## config.mk

```make
export PLATFORM = sky130hd
export DESIGN_NAME = store_buffer_flat
export DESIGN_NICKNAME = d
export VERILOG_FILES = /design/src/rtl/store_buffer_if.sv /design/src/rtl/store_buffer.sv /design/src/flat_wrapper.sv
export SDC_FILE = /design/constraint.sdc
export NUM_CORES = 1
export LEC_CHECK = 0
export CORE_UTILIZATION = 60
export CTS_BUF_LIST = sky130_fd_sc_hd__clkbuf_8
export DETAILED_ROUTE_END_ITERATION = 12
export GPL_TIMING_DRIVEN = 0
export PLACE_DENSITY_LB_ADDON = 0.08
export SKIP_CTS_REPAIR_TIMING = 1
export SLEW_MARGIN = 15
export SYNTH_ARGS = -nofsm -noshare
export SYNTH_HDL_FRONTEND = slang
export SYNTH_SLANG_ARGS = --single-unit
```

## constraint.sdc

```tcl
create_clock -name clk -period 12.2 [get_ports clk]
set_clock_uncertainty 0.15 [all_clocks]
set_input_delay 1.83 -clock clk [delete_from_list [all_inputs] [get_ports clk]]
set_output_delay 1.83 -clock clk [all_outputs]
set_load 0.02 [all_outputs]
```

## src/rtl/store_buffer_if.sv

```systemverilog
// ----------------------------------------------------------------------------
// store_buffer_if
//   Groups the store, load, flush, status and data_memory signals of the store
//   buffer into one bundle.
//   master : MEM pipeline stage side (drives stores, loads and flush requests,
//            observes ready/stall/forwarding/status and the memory request).
//   slave  : the store buffer itself.
// ----------------------------------------------------------------------------
interface store_buffer_if #(
  parameter int ADDR_W = 32,
  parameter int DATA_W = 32
);
  logic              st_valid;
  logic [ADDR_W-1:0] st_addr;
  logic [DATA_W-1:0] st_data;
  logic              st_ready;
  logic              ld_valid;
  logic [ADDR_W-1:0] ld_addr;
  logic              ld_stall;
  logic              ld_hit;
  logic [DATA_W-1:0] ld_fwd_data;
  logic              flush_req;
  logic              flush_done;
  logic              empty;
  logic              mem_read_en;
  logic              mem_write_en;
  logic [ADDR_W-1:0] mem_addr;
  logic [DATA_W-1:0] mem_write_data;

  modport master (
    output st_valid, st_addr, st_data, ld_valid, ld_addr, flush_req,
    input  st_ready, ld_stall, ld_hit, ld_fwd_data, flush_done, empty,
           mem_read_en, mem_write_en, mem_addr, mem_write_data
  );

  modport slave (
    input  st_valid, st_addr, st_data, ld_valid, ld_addr, flush_req,
    output st_ready, ld_stall, ld_hit, ld_fwd_data, flush_done, empty,
           mem_read_en, mem_write_en, mem_addr, mem_write_data
  );
endinterface

```

## src/rtl/store_buffer.sv

```systemverilog
// ----------------------------------------------------------------------------
// store_buffer
//   Posted-write FIFO between the MEM stage and data_memory. Stores are taken
//   in one cycle and drained to memory in cycles without a load (or every
//   cycle when full or flushing). Loads go to memory directly unless they hit
//   a buffered store, in which case the youngest matching data is forwarded.
// Ports
//   clk   : clock, rising edge
//   reset : asynchronous, active-high; discards all buffered stores
//   bus   : store_buffer_if.slave (store/load/flush handshake, status,
//           data_memory request)
// ----------------------------------------------------------------------------
module store_buffer #(
  parameter int DEPTH  = 4,
  parameter int ADDR_W = 32,
  parameter int DATA_W = 32
) (
  input  logic            clk,
  input  logic            reset,
  store_buffer_if.slave   bus
);

  localparam int PTR_W = $clog2(DEPTH);
  localparam int CNT_W = $clog2(DEPTH) + 1;
  localparam logic [PTR_W-1:0] PTR_ONE = {{(PTR_W-1){1'b0}}, 1'b1};
  localparam logic [CNT_W-1:0] CNT_ONE = {{(CNT_W-1){1'b0}}, 1'b1};
  localparam logic [CNT_W-1:0] CNT_FULL = CNT_W'(DEPTH);

  typedef enum logic [0:0] {
    IDLE  = 1'b0,
    FLUSH = 1'b1
  } state_t;

  logic [ADDR_W-1:0] ent_addr_r [DEPTH];
  logic [DATA_W-1:0] ent_data_r [DEPTH];
  logic [DEPTH-1:0]  ent_valid_r;
  logic [PTR_W-1:0]  head_r;
  logic [PTR_W-1:0]  tail_r;
  logic [CNT_W-1:0]  count_r;
  state_t            state_r;
  state_t            state_s;

  logic              full_s;
  logic              ready_s;
  logic              push_s;
  logic              drain_s;
  logic              match_s;
  logic              hit_s;
  logic              read_s;
  logic              flush_done_s;
  logic [DATA_W-1:0] match_data_s;

  // Forwarding search: walk oldest to youngest so the youngest match wins.
  always_comb begin
    logic [PTR_W-1:0] idx;
    idx          = head_r;
    match_s      = 1'b0;
    match_data_s = '0;
    for (int i = 0; i < DEPTH; i++) begin
      idx = head_r + PTR_W'(i);
      if (ent_valid_r[idx] &&
          (ent_addr_r[idx][ADDR_W-1:2] == bus.ld_addr[ADDR_W-1:2])) begin
        match_s      = 1'b1;
        match_data_s = ent_data_r[idx];
      end else begin
        match_s      = match_s;
      end
    end
  end

  // Handshake, drain slot and memory request steering.
  always_comb begin
    full_s  = (count_r == CNT_FULL);
    // Readiness uses the pre-edge count, so a full buffer that pops this
    // cycle still refuses a new store.
    ready_s = !full_s && (state_r != FLUSH);
    push_s  = bus.st_valid && ready_s;
    drain_s = (count_r != '0) &&
              (!bus.ld_valid || full_s || (state_r == FLUSH));
    hit_s   = bus.ld_valid && match_s;
    // A hit never touches memory, so it may complete during a drain.
    read_s  = bus.ld_valid && !drain_s && !hit_s;

    bus.st_ready     = ready_s;
    bus.ld_stall     = bus.ld_valid && drain_s && !hit_s;
    bus.ld_hit       = hit_s;
    bus.ld_fwd_data  = hit_s ? match_data_s : '0;
    bus.empty        = (count_r == '0);
    bus.flush_done   = flush_done_s;
    bus.mem_write_en = drain_s;
    bus.mem_read_en  = read_s;
    if (drain_s) begin
      bus.mem_addr       = ent_addr_r[head_r];
      bus.mem_write_data = ent_data_r[head_r];
    end else if (read_s) begin
      bus.mem_addr       = bus.ld_addr;
      bus.mem_write_data = '0;
    end else begin
      bus.mem_addr       = '0;
      bus.mem_write_data = '0;
    end
  end

  // FIFO storage, pointers and occupancy count.
  always_ff @(posedge clk or posedge reset) begin
    if (reset) begin
      head_r      <= '0;
      tail_r      <= '0;
      count_r     <= '0;
      ent_valid_r <= '0;
      for (int i = 0; i < DEPTH; i++) begin
        ent_addr_r[i] <= '0;
        ent_data_r[i] <= '0;
      end
    end else begin
      if (push_s) begin
        ent_addr_r[tail_r]  <= bus.st_addr;
        ent_data_r[tail_r]  <= bus.st_data;
        ent_valid_r[tail_r] <= 1'b1;
        tail_r              <= tail_r + PTR_ONE;
      end
      // Push and pop never address the same slot: both require 0<count<DEPTH.
      if (drain_s) begin
        ent_valid_r[head_r] <= 1'b0;
        head_r              <= head_r + PTR_ONE;
      end
      case ({push_s, drain_s})
        2'b10:   count_r <= count_r + CNT_ONE;
        2'b01:   count_r <= count_r - CNT_ONE;
        default: count_r <= count_r;
      endcase
    end
  end

  // FSM state register.
  always_ff @(posedge clk or posedge reset) begin
    if (reset) begin
      state_r <= IDLE;
    end else begin
      state_r <= state_s;
    end
  end

  // FSM next state; flush completes on the first FLUSH cycle with no entries.
  always_comb begin
    state_s      = state_r;
    flush_done_s = 1'b0;
    case (state_r)
      IDLE: begin
        if (bus.flush_req) begin
          state_s = FLUSH;
        end else begin
          state_s = IDLE;
        end
      end
      FLUSH: begin
        if (count_r == '0) begin
          state_s      = IDLE;
          flush_done_s = 1'b1;
        end else begin
          state_s = FLUSH;
        end
      end
      default: begin
        state_s = IDLE;
      end
    endcase
  end

endmodule

```

## src/flat_wrapper.sv

```systemverilog
// flat-port wrapper written by rule: the top's interface ports become plain ports
module store_buffer_flat 
#(
  parameter int DEPTH  = 4,
  parameter int ADDR_W = 32,
  parameter int DATA_W = 32
)
  (clk, reset, bus_st_valid, bus_st_addr, bus_st_data, bus_ld_valid, bus_ld_addr, bus_flush_req, bus_st_ready, bus_ld_stall, bus_ld_hit, bus_ld_fwd_data, bus_flush_done, bus_empty, bus_mem_read_en, bus_mem_write_en, bus_mem_addr, bus_mem_write_data);
  store_buffer_if #(.ADDR_W(ADDR_W), .DATA_W(DATA_W)) bus_i ();
  input  logic clk;
  input  logic reset;
  input wire logic [$bits(bus_i.st_valid)-1:0] bus_st_valid;
  input wire logic [$bits(bus_i.st_addr)-1:0] bus_st_addr;
  input wire logic [$bits(bus_i.st_data)-1:0] bus_st_data;
  input wire logic [$bits(bus_i.ld_valid)-1:0] bus_ld_valid;
  input wire logic [$bits(bus_i.ld_addr)-1:0] bus_ld_addr;
  input wire logic [$bits(bus_i.flush_req)-1:0] bus_flush_req;
  output wire logic [$bits(bus_i.st_ready)-1:0] bus_st_ready;
  output wire logic [$bits(bus_i.ld_stall)-1:0] bus_ld_stall;
  output wire logic [$bits(bus_i.ld_hit)-1:0] bus_ld_hit;
  output wire logic [$bits(bus_i.ld_fwd_data)-1:0] bus_ld_fwd_data;
  output wire logic [$bits(bus_i.flush_done)-1:0] bus_flush_done;
  output wire logic [$bits(bus_i.empty)-1:0] bus_empty;
  output wire logic [$bits(bus_i.mem_read_en)-1:0] bus_mem_read_en;
  output wire logic [$bits(bus_i.mem_write_en)-1:0] bus_mem_write_en;
  output wire logic [$bits(bus_i.mem_addr)-1:0] bus_mem_addr;
  output wire logic [$bits(bus_i.mem_write_data)-1:0] bus_mem_write_data;
  assign bus_i.st_valid = bus_st_valid;
  assign bus_i.st_addr = bus_st_addr;
  assign bus_i.st_data = bus_st_data;
  assign bus_i.ld_valid = bus_ld_valid;
  assign bus_i.ld_addr = bus_ld_addr;
  assign bus_i.flush_req = bus_flush_req;
  assign bus_st_ready = bus_i.st_ready;
  assign bus_ld_stall = bus_i.ld_stall;
  assign bus_ld_hit = bus_i.ld_hit;
  assign bus_ld_fwd_data = bus_i.ld_fwd_data;
  assign bus_flush_done = bus_i.flush_done;
  assign bus_empty = bus_i.empty;
  assign bus_mem_read_en = bus_i.mem_read_en;
  assign bus_mem_write_en = bus_i.mem_write_en;
  assign bus_mem_addr = bus_i.mem_addr;
  assign bus_mem_write_data = bus_i.mem_write_data;
  store_buffer #(.DEPTH(DEPTH), .ADDR_W(ADDR_W), .DATA_W(DATA_W)) u_core (.clk(clk), .reset(reset), .bus(bus_i));
endmodule
```

==> reports/qor.csv <==
stage,metric,value,unit
outcome,outcome,"complete, no violations",
placement,gp_congestion,1.05,
sta,min_period,11.48,ns
synthesis,syn_area,20800,µm²
critical_path,cp_cell_sequence,buf_2 > buf_2 > buf_2 > buf_1 > clkbuf_1 > inv_1 > ha_1 > buf_6 > buf_6 > buf_6 > mux2i_1 > o21ai_0 > a2111oi_0 > nand4_1 > nor4b_2 > o21bai_1 > o31ai_1 > buf_2 > a221oi_2 > clkdlybuf4s50_1,
sta,fmax,0.0871,GHz
sta,final_max_slew_viol_count,0,
routing,drtAntennaViolNets,0,
min_path,hp-class,reg -> reg,
critical_path,crit_type,reg -> out,
power,ir_worst_vdd,0.000264,V
critical_path,worstPathRequired,10.22,ns
routing,wl_per_cell,30.4,µm
placement,dpl.hpwl,52300,µm
final_layout,area_growth,17.2,%
run,max_cap_violations,0,
synthesis,synthCells,1662,
sta,relSlewSlack,10.5,%
synthesis,async_reset_ff_share,100,%
die,fp-row-count,67,
sta,hold_violations,0,
sta,worst_pin_slew,1.34,ns
critical_path,cp_slowest_stage_delay,1.08,ns
critical_path,cp-end-kind,output pin,
routing,wirelength,72600,µm
clocking,clockBufferDepth,3,
clocking,root_buffer,clkbuf_8,
synthesis,yosys.area.top_type,dfrtp_1,
critical_path,path_common_cell,buf_2,
clocking,ctsHtreeMaxLevel,2,
synthesis,synth-main-ff-cell,dfrtp_1,
grt,track_usage,41.4,%
clocking,clock_sinks,268,
synthesis,synth_edf_count,0,
grt,grt_pass1_wl,108000,µm
critical_path,crit_family,buffers and inverters,
clocking,cts_buffers,48,
die,fp.dieW,188,µm
synthesis,synth.avg_cell_area,12.5,µm²
routing,dr.pass1.iters,6,
placement,place_ws,1.91,ns
die,coreArea,33900,µm²
synthesis,synth_cell_types,67,
synthesis,synth_top_area_share,32.2,%
clocking,clkLatencyLatePin,0.64,ns
routing,viasPerCell,7.16,
grt,grt_max_degree,109,
grt,antenna_found_initial,1,
power,total_leakage_power,9.75,nW
die,start_util,61.5,%
grt,grt_pass1_vias,16444,
final_layout,final_core_utilization,72.1,%
critical_path,cp_max_fo,10,
sta,whs,0.348,ns
clocking,cts_tree,done,
final_layout,drive_gt1_share,36.0,%
power,p_per_area,341,nW/µm²
critical_path,crit_path_start_kind,flip-flop,
routing,via_count,17072,
routing,drt-initial-drc-count,2296,
final_layout,fin_area,24400,µm²
routing,drc,0,
synthesis,synth_area_leaders,"dfrtp_1 32%, mux4_2 22%, mux2_2 14%",
synthesis,syn_nets,1773,
die,ioPinCount,204,
clocking,path_clk_slew,0.06,ns
critical_path,path_buf_inv,11,
sta,rsz0062_at_grt,no,
final_layout,finalNetCount,2011,
die,die_y,188,µm
synthesis,yosysWarnings,0,
sta,finalSetupViolCount,0,
critical_path,cp_slowest_cell,a2111oi_0,
synthesis,yosys_register_bits,268,
sta,period_share,94.1,%
placement,port_buffers,186,
critical_path,crit_arrival,9.50,ns
placement,dpl_cell_area,23300,µm²
grt,grt_overflow,0,
synthesis,yosysMostFrequentCell,dfrtp_1,
die,die_area,35500,µm²
synthesis,synthTopCellsByCount,"268 x dfrtp_1, 261 x mux2_2, 207 x mux4_2",
sta,worst_slack,0.717,ns
synthesis,ys_seq_area_share,32.2,%
kinds of logic (layout without fill, tap and decap cells):
kind of cell,after synthesis,in the layout,share of synthesized area [%]
buf+inv,213,486,5.13
fa+ha+maj,10,10,0.637
xor+xnor,111,111,4.67
flops,268,268,32.2
simple gates,261,261,7.00
compound gates,223,223,8.66
mux,576,576,41.7
other cells,0,2,0
layer usage:
layer  global-route usage, %  wire length (µm)
met1                    61.3             29800
met2                    58.1             30900
met3                    12.3              9400
met4                    14.0              2550
met5                       0                 0
path summary, 6_finish.rpt:
| kind | startpoint | end | slack [ns] | cells after the start |
|---|---|---|---|---|
| max | u_core.head_r[1]$_DFFE_PP0P_ | bus_ld_fwd_data[2] | 0.72 | 20 |
| min in group asynchronous | reset | u_core.ent_data_r[79]$_DFFE_PP0P_ | 1.46 | 2 |
| max reg2reg | u_core.head_r[1]$_DFFE_PP0P_ | u_core.head_r[1]$_DFFE_PP0P_ | 5.58 | 17 |
| min | u_core.ent_addr_r[65]$_DFFE_PP0P_ | u_core.ent_addr_r[65]$_DFFE_PP0P_ | 0.35 | 1 |
| min reg2reg | u_core.ent_addr_r[65]$_DFFE_PP0P_ | u_core.ent_addr_r[65]$_DFFE_PP0P_ | 0.35 | 1 |
| max in group asynchronous | reset | u_core.ent_addr_r[41]$_DFFE_PP0P_ | 9.07 | 4 |
where the power goes:
group          internal, mW  switching, mW
Combinational          2.69           2.76
Sequential             1.33          0.580
Clock                 0.558          0.404
worst reg2reg max path, delay by kind of cell, from the launching register on:
family / cells / cell delay (ns)
compound gates: 1 / 0.11
flops: 1 / 0.40
simple gates: 1 / 0.11
buf+inv: 14 / 5.41
fa+ha+maj: 1 / 0.34
through the flow:
stage / power (mW) / TNS [ns] / cells
4_1_cts: 8.18 / 0 / 2383
3_5_place_dp: 7.19 / 0 / 2298
6_report: 8.33 / 0 / 2385
3_3_place_gp: 7.09 / -14.63 / 2296
5_1_grt: 8.63 / 0 / 2383
2_1_floorplan: 5.48 / 0 / 1662
cells in the final DEF (no fill, tap or decap), drive strengths merged, types with 57 or more instances in the layout:
cell type / instances
clkdlybuf4s50: 186
inv: 63
clkbuf: 124
dfrtp: 268
mux2i: 107
nand2: 76
buf: 102
and2: 67
mux2: 262
mux4: 207
xor2: 57
flip-flops by register name, indices dropped and copies added, names as in the netlist:
register            flops
u_core.ent_addr_r     128
u_core.ent_data_r     128
u_core.ent_valid_r      4
u_core.count_r          3
u_core.head_r           2
u_core.tail_r           2
u_core.state_r          1
area by class of cell:
type	count	area, µm²
diodes	2	5.00
plain buffers	159	866
clock buffers	65	895
clock inverters	20	195
fillers	2336	9460
inverters	54	210
multi-input cells	1181	13000
flip-flops and latches	268	6710
well taps	448	561
repair buffers	188	1920
No activity file was read; power rests on OpenSTA's default activity.
